**config.mk**
```make
export PLATFORM = sky130hd
export DESIGN_NAME = rvfi_insn_seq_check
export DESIGN_NICKNAME = d
export VERILOG_FILES = /design/src/rtl/rvfi_insn_seq_check.sv
export SDC_FILE = /design/constraint.sdc
export NUM_CORES = 2
export LEC_CHECK = 0
export CORE_AREA = 2 2 409 411
export DETAILED_ROUTE_END_ITERATION = 8
export DIE_AREA = 0 0 411 413
export DONT_BUFFER_PORTS = 1
export SYNTH_ARGS = -nofsm -noshare
export SYNTH_HDL_FRONTEND = slang
export SYNTH_SLANG_ARGS = --single-unit
```
**constraint.sdc**
```tcl
create_clock -name clock -period 33.4 [get_ports clock]
set_clock_uncertainty 0.1 [all_clocks]
set_input_delay 6.68 -clock clock [delete_from_list [all_inputs] [get_ports clock]]
set_output_delay 6.68 -clock clock [all_outputs]
set_load 0.02 [all_outputs]
```
**src/rtl/rvfi_insn_seq_check.sv**
```systemverilog
// Sequential RVFI instruction checker: captures retirements into a FIFO, replays each one
// to an external multi-cycle spec model and reports mismatch masks, counters and first failure.
module rvfi_insn_seq_check #(
  parameter int XLEN    = 32,
  parameter int ILEN    = 32,
  parameter int NRET    = 2,
  parameter int DEPTH   = 4,
  parameter int TIMEOUT = 64
) (
  input  logic                   clock,
  input  logic                   resetn,
  input  logic                   check,
  input  logic [NRET-1:0]        rvfi_valid,
  input  logic [NRET*ILEN-1:0]   rvfi_insn,
  input  logic [NRET*XLEN-1:0]   rvfi_pc_rdata,
  input  logic [NRET*XLEN-1:0]   rvfi_pc_wdata,
  input  logic [NRET*5-1:0]      rvfi_rs1_addr,
  input  logic [NRET*5-1:0]      rvfi_rs2_addr,
  input  logic [NRET*5-1:0]      rvfi_rd_addr,
  input  logic [NRET*XLEN-1:0]   rvfi_rs1_rdata,
  input  logic [NRET*XLEN-1:0]   rvfi_rs2_rdata,
  input  logic [NRET*XLEN-1:0]   rvfi_rd_wdata,
  input  logic [NRET*XLEN-1:0]   rvfi_mem_addr,
  input  logic [NRET*XLEN-1:0]   rvfi_mem_rdata,
  input  logic [NRET*XLEN-1:0]   rvfi_mem_wdata,
  input  logic [NRET*XLEN/8-1:0] rvfi_mem_wmask,
  input  logic [NRET-1:0]        rvfi_trap,
  output logic                   spec_req_valid,
  input  logic                   spec_req_ready,
  output logic [ILEN-1:0]        spec_req_insn,
  output logic [XLEN-1:0]        spec_req_pc,
  output logic [XLEN-1:0]        spec_req_rs1,
  output logic [XLEN-1:0]        spec_req_rs2,
  output logic [XLEN-1:0]        spec_req_mem_rdata,
  input  logic                   spec_rsp_valid,
  input  logic                   spec_rsp_trap,
  input  logic [4:0]             spec_rsp_rd_addr,
  input  logic [XLEN-1:0]        spec_rsp_rd_wdata,
  input  logic [XLEN-1:0]        spec_rsp_pc_wdata,
  input  logic [XLEN-1:0]        spec_rsp_mem_addr,
  input  logic [XLEN/8-1:0]      spec_rsp_mem_wmask,
  input  logic [XLEN-1:0]        spec_rsp_mem_wdata,
  output logic                   result_valid,
  output logic [5:0]             result_mask,
  output logic [XLEN-1:0]        result_pc,
  output logic [15:0]            err_count,
  output logic [31:0]            checked_count,
  output logic                   overflow,
  output logic                   first_err_valid,
  output logic [XLEN-1:0]        first_err_pc,
  output logic [5:0]             first_err_mask
);

  localparam int BW = XLEN / 8;
  localparam int PW = (DEPTH > 1) ? $clog2(DEPTH) : 1;
  localparam int KW = $clog2(DEPTH + NRET + 1) + 1;
  localparam int TW = $clog2(TIMEOUT + 1);

  typedef struct packed {
    logic            trap;
    logic [ILEN-1:0] insn;
    logic [XLEN-1:0] pc_rdata;
    logic [XLEN-1:0] pc_wdata;
    logic [XLEN-1:0] rs1_rdata;
    logic [XLEN-1:0] rs2_rdata;
    logic [4:0]      rd_addr;
    logic [XLEN-1:0] rd_wdata;
    logic [XLEN-1:0] mem_addr;
    logic [XLEN-1:0] mem_rdata;
    logic [XLEN-1:0] mem_wdata;
    logic [BW-1:0]   mem_wmask;
  } entry_t;

  typedef struct packed {
    logic            trap;
    logic [XLEN-1:0] pc_rdata;
    logic [XLEN-1:0] pc_wdata;
    logic [4:0]      rd_addr;
    logic [XLEN-1:0] rd_wdata;
    logic [XLEN-1:0] mem_addr;
    logic [XLEN-1:0] mem_wdata;
    logic [BW-1:0]   mem_wmask;
  } cmp_t;

  typedef enum logic [1:0] {IDLE, REQ, WAIT, CMP} state_t;

  entry_t          fifo_mem [DEPTH];
  entry_t          head;
  entry_t          cap      [NRET];
  logic [PW-1:0]   cap_addr [NRET];
  logic [PW-1:0]   rd_ptr, wr_ptr;
  logic [KW-1:0]   fifo_cnt, push_cnt, free_cnt;
  logic            pop, push_ok, push_drop;
  state_t          state;
  cmp_t            infl;
  logic [TW-1:0]   tmr;
  logic            cmp_done;
  logic [5:0]      cmp_mask;

  function automatic logic [15:0] sat_inc16(input logic [15:0] v);
    return (v == 16'hFFFF) ? v : v + 16'd1;
  endfunction

  function automatic logic [5:0] check_mask(input cmp_t e, input logic s_trap,
                                            input logic [4:0] s_rd_addr,
                                            input logic [XLEN-1:0] s_rd_wdata,
                                            input logic [XLEN-1:0] s_pc_wdata,
                                            input logic [XLEN-1:0] s_mem_addr,
                                            input logic [BW-1:0] s_wmask,
                                            input logic [XLEN-1:0] s_wdata);
    logic [5:0] m;
    m    = '0;
    m[0] = (e.trap != s_trap);
    // A trapping spec result leaves the architectural effects undefined; only trap agreement matters.
    if (!s_trap) begin
      m[1] = (e.rd_addr != s_rd_addr);
      m[2] = (e.rd_wdata != s_rd_wdata);
      m[3] = (e.pc_wdata != s_pc_wdata);
      for (int b = 0; b < BW; b++) begin
        if (s_wmask[b] && (!e.mem_wmask[b] || (e.mem_wdata[b*8 +: 8] != s_wdata[b*8 +: 8])))
          m[4] = 1'b1;
      end
      if ((s_wmask != '0) && (e.mem_addr != s_mem_addr))
        m[4] = 1'b1;
    end
    return m;
  endfunction

  // capture stage: pack valid channels into consecutive FIFO slots in channel order
  always_comb begin
    push_cnt = '0;
    for (int c = 0; c < NRET; c++) begin
      cap_addr[c]       = wr_ptr + push_cnt[PW-1:0];
      cap[c].trap       = rvfi_trap[c];
      cap[c].insn       = rvfi_insn[c*ILEN +: ILEN];
      cap[c].pc_rdata   = rvfi_pc_rdata[c*XLEN +: XLEN];
      cap[c].pc_wdata   = rvfi_pc_wdata[c*XLEN +: XLEN];
      cap[c].rs1_rdata  = (rvfi_rs1_addr[c*5 +: 5] == 5'd0) ? '0 : rvfi_rs1_rdata[c*XLEN +: XLEN];
      cap[c].rs2_rdata  = (rvfi_rs2_addr[c*5 +: 5] == 5'd0) ? '0 : rvfi_rs2_rdata[c*XLEN +: XLEN];
      cap[c].rd_addr    = rvfi_rd_addr[c*5 +: 5];
      cap[c].rd_wdata   = rvfi_rd_wdata[c*XLEN +: XLEN];
      cap[c].mem_addr   = rvfi_mem_addr[c*XLEN +: XLEN];
      cap[c].mem_rdata  = rvfi_mem_rdata[c*XLEN +: XLEN];
      cap[c].mem_wdata  = rvfi_mem_wdata[c*XLEN +: XLEN];
      cap[c].mem_wmask  = rvfi_mem_wmask[c*BW +: BW];
      if (rvfi_valid[c]) push_cnt = push_cnt + KW'(1);
    end
  end

  assign head      = fifo_mem[rd_ptr];
  assign pop       = (state == REQ) && spec_req_ready;
  assign free_cnt  = KW'(DEPTH) - fifo_cnt + KW'(pop);
  assign push_ok   = check && (push_cnt != '0) && (push_cnt <= free_cnt);
  assign push_drop = check && (push_cnt > free_cnt);

  always_ff @(posedge clock) begin
    if (push_ok) begin
      for (int c = 0; c < NRET; c++) begin
        if (rvfi_valid[c]) fifo_mem[cap_addr[c]] <= cap[c];
      end
    end
  end

  // request stage: head is presented until the spec model takes it
  assign spec_req_valid     = (state == REQ);
  assign spec_req_insn      = spec_req_valid ? head.insn      : '0;
  assign spec_req_pc        = spec_req_valid ? head.pc_rdata  : '0;
  assign spec_req_rs1       = spec_req_valid ? head.rs1_rdata : '0;
  assign spec_req_rs2       = spec_req_valid ? head.rs2_rdata : '0;
  assign spec_req_mem_rdata = spec_req_valid ? head.mem_rdata : '0;

  always_ff @(posedge clock) begin
    if (pop) begin
      infl.trap      <= head.trap;
      infl.pc_rdata  <= head.pc_rdata;
      infl.pc_wdata  <= head.pc_wdata;
      infl.rd_addr   <= head.rd_addr;
      infl.rd_wdata  <= head.rd_wdata;
      infl.mem_addr  <= head.mem_addr;
      infl.mem_wdata <= head.mem_wdata;
      infl.mem_wmask <= head.mem_wmask;
    end
  end

  // compare stage: a response wins over a timeout landing in the same cycle
  assign cmp_done = (state == WAIT) && (spec_rsp_valid || (tmr == TW'(TIMEOUT - 1)));
  assign cmp_mask = spec_rsp_valid
                  ? check_mask(infl, spec_rsp_trap, spec_rsp_rd_addr, spec_rsp_rd_wdata,
                               spec_rsp_pc_wdata, spec_rsp_mem_addr, spec_rsp_mem_wmask,
                               spec_rsp_mem_wdata)
                  : 6'b100000;

  always_ff @(posedge clock or negedge resetn) begin
    if (!resetn) begin
      rd_ptr          <= '0;
      wr_ptr          <= '0;
      fifo_cnt        <= '0;
      overflow        <= 1'b0;
      state           <= IDLE;
      tmr             <= '0;
      result_valid    <= 1'b0;
      result_mask     <= '0;
      result_pc       <= '0;
      err_count       <= '0;
      checked_count   <= '0;
      first_err_valid <= 1'b0;
      first_err_pc    <= '0;
      first_err_mask  <= '0;
    end else begin
      fifo_cnt     <= fifo_cnt + (push_ok ? push_cnt : '0) - KW'(pop);
      result_valid <= cmp_done;
      if (push_ok)   wr_ptr   <= wr_ptr + push_cnt[PW-1:0];
      if (pop)       rd_ptr   <= rd_ptr + PW'(1);
      if (push_drop) overflow <= 1'b1;
      case (state)
        IDLE: if ((fifo_cnt != '0) || push_ok) state <= REQ;
        REQ: begin
          if (pop) begin
            state <= WAIT;
            tmr   <= '0;
          end
        end
        WAIT: begin
          if (cmp_done) state <= CMP;
          else          tmr   <= tmr + TW'(1);
        end
        default: state <= ((fifo_cnt != '0) || push_ok) ? REQ : IDLE;
      endcase
      if (cmp_done) begin
        result_mask   <= cmp_mask;
        result_pc     <= infl.pc_rdata;
        checked_count <= checked_count + 32'd1;
        if (cmp_mask != '0) begin
          err_count <= sat_inc16(err_count);
          if (!first_err_valid) begin
            first_err_valid <= 1'b1;
            first_err_pc    <= infl.pc_rdata;
            first_err_mask  <= cmp_mask;
          end
        end
      end
    end
  end

endmodule
```
==> metrics <==
layout cell share with drive strength beyond 1=0.349; Setup Total Neg Slack=0 ps; PnR Total Power=6.39 mW; WHS Path Cells=2; total CTS buffers=168; first-pass GRT wire length=293000 µm; Synth Warn #=0; Worst VDD drop=0.0826 mV; worst hold start=infl[143]; DRC viols=0; Worst Path Arrival=13000 ps; Worst Path Max Fanout=58; Post-CTS Resized=0; Yosys reg bits=1506; status=completed; clk_lat worst skew=820 ps; FF+latch area=44500 µm²; Leak=27.2 nW; top-area cell type share of the netlist area=0.574; Slowest-stage cell, CP=nand4_1; sequential area share after synthesis=0.625; syn nets=5163; drt first pass iters=6; commonest non-fill, non-tap cells in the layout=edfxtp_1, mux2_2, mux4_2, nand2_1, nand3_1; max incr delay on CP=850 ps; antenna violations before repair=10; Final HPWL DP=132000 µm; TritonCTS clock tree=built; clock sink count=1506; most numerous cell on the critical path=buf_4; Synth area leader=edfxtp_1; nets=5102; CTS Buffer Depth=3; Worst EP required=33730 ps; num rows=150; Synth Area in Adders=0.00397; Netlist cell types=48; commonest non-fill, non-tap cell in the layout=edfxtp_1; final instance area=78800 µm²; hold_buf cts=0; Final setup viols=0; DR vias=39.1k; DR iter-0 viols=3061; number of I/O port buffers=0; post-synthesis compound-gate area fraction=0.0171; max_slew headroom=0.148; CP Capture Type=flop; min Tclk post-route=12680 ps; syn_area_per_cell=16.3 µm²; Cells after DPL=6353; CTS clock-pin slew for the worst setup and hold paths=60 ps; post-layout util=0.475; FF-to-FF End=fifo_mem[1][265]; largest net degree at the start of global routing=156; vias in the first global route=39.9k; die extent in x=411 µm; Worst Setup Slack, final=20720 ps; GP Congestion=0.847; CTS Root Cell=clkbuf_16; Hold Path Sink=result_pc[6]; flop-to-flop setup slack=25400 ps; fillers=14.3k; final slew viol count=0; Vias/cell=5.86; worst hold slack=366 ps; # IOs=1049; Post-DP Area=73500 µm²; Non-Filler Instances=6666; pwr dens=81.1 nW/µm²; Place WS=19740 ps; synth-to-layout area growth=10.5%; crit-path cells=nand2_1 > buf_4 > ha_1 > inv_1 > ha_1 > inv_1 > ha_1 > a21oi_1 > a211oi_1 > nor3b_2 > nand4_1 > o21ai_4 > buf_4 > buf_4 > buf_4 > buf_4; Reg2Reg Depth=18; Worst Setup Path Type=in -> reg; worst r2r src=state[1]; XOR/XNOR Fraction of Synth Area=0.0237; Post-Syn Instances=4380; Initial Util=0.429; Die Span Y=413 µm; crit path launch type=primary input; H-tree Lvls=4; fmax=78.9 MHz; Syn Std Cell Area=71300 µm²; mux contribution to synthesized area=0.258; RSZ-0062 raised after global routing=false; final wirelength=207000 µm; largest family of logic cells by synthesized area=multiplexers; post-CTS setup-driven buffer insertion count=0; Hold Fails Final Rpt=0; Antenna Nets Post-Route=0; actual slew at the worst max-slew pin=1280 ps; Final period util=0.380; GRT Residual Overflow=0; drt wl/cell=31.1 µm; simple-gate area share of the yosys netlist=0.0535; die area=170000 µm²; Area contributors post-synth=edfxtp_1, mux2_2, mux4_2, dfrtp_1, xnor2_1; HP Class=reg -> reg; Max Cap Violations=0; core area=166000 µm²; Multi-input gate area=25500 µm²; GRT Total Usage=0.238
[worst max-delay path, delay by kind of cell]
family          cells  cell delay (ps)
simple gates        3             1460
fa+ha+maj           3              780
compound gates      3              480
buf+inv             7             3380
[cells in the mapped netlist, drive strengths merged]
cell and n:
nand4b 2, nor3 11, fa 1, ha 21, nand3 212, a21oi 9, o221ai 1, edfxtp 1362
a41o 1, nor4 7, o31ai 6, a22o 2, and3 15, clkbuf 111, buf 179, o21bai 2
o21ai 198, a2111oi 1, and4 4, a31o 1, a22oi 2, nor3b 1, a21o 2, mux4 298
nor2b 2, xor2 20, nand2b 2, nand2 283, xnor2 173, mux2i 67, or3 1, nand4 44
a211oi 1, nor2 26, inv 25, a31oi 2, and2 162, mux2 977, a221o 1, nor4b 1
dfrtp 144
[cells by family after synthesis]
kind of cell / count (synthesis)
muxes: 1342
DFF: 1506
adders and majority gates: 22
AOI/OAI and AO/OA: 229
buffers and inverters: 315
and+or+nand+nor: 773
xor gates and xnor gates: 193
[sequential cells by signal (all words and copies together) (netlist names)]
| register | cells |
|---|---|
| checked_count | 32 |
| err_count | 16 |
| fifo_cnt | 4 |
| fifo_mem | 1192 |
| first_err_mask | 6 |
| first_err_pc | 32 |
| first_err_valid | 1 |
| infl | 170 |
| overflow | 1 |
| rd_ptr | 2 |
| result_mask | 6 |
| result_pc | 32 |
| result_valid | 1 |
| state | 2 |
| tmr | 7 |
| wr_ptr | 2 |
[routing by layer]
metal	vias to the layer above	global-route usage	part of all wire
li1	16959	-	-
met1	20296	0.282	0.38
met2	1429	0.391	0.49
met3	364	0.0885	0.091
met4	2	0.0973	0.041
met5	-	0	0.000063
[worst max path at each step]
stage,from,endpoint,cells past startpoint
2_1_floorplan,spec_req_ready,fifo_mem[2][0],12
3_3_place_gp,spec_req_ready,fifo_mem[1][158],16
3_5_place_dp,spec_req_ready,fifo_mem[1][158],16
4_1_cts,spec_req_ready,fifo_mem[1][277],16
5_1_grt,spec_req_ready,fifo_mem[1][267],16
6_report,spec_req_ready,fifo_mem[1][265],16
[power breakdown]
part	internal, mW	switching, mW	total [mW]
sequential	2.58	0.233	2.82
combinational	0.731	1.03	1.76
clock	1.03	0.776	1.81
total	4.35	2.04	6.39
[cell type report]
type,count,area share
Clock inverter,80,0.00996
Antenna cell,8,0.000254
Clock buffer,225,0.0570
Multi-Input combinational cell,2559,0.324
Sequential cell,1506,0.565
Timing Repair Buffer,59,0.00753
Tap cell,2204,0.0350
Inverter,25,0.00129
Power figures use the tool's default switching activity.
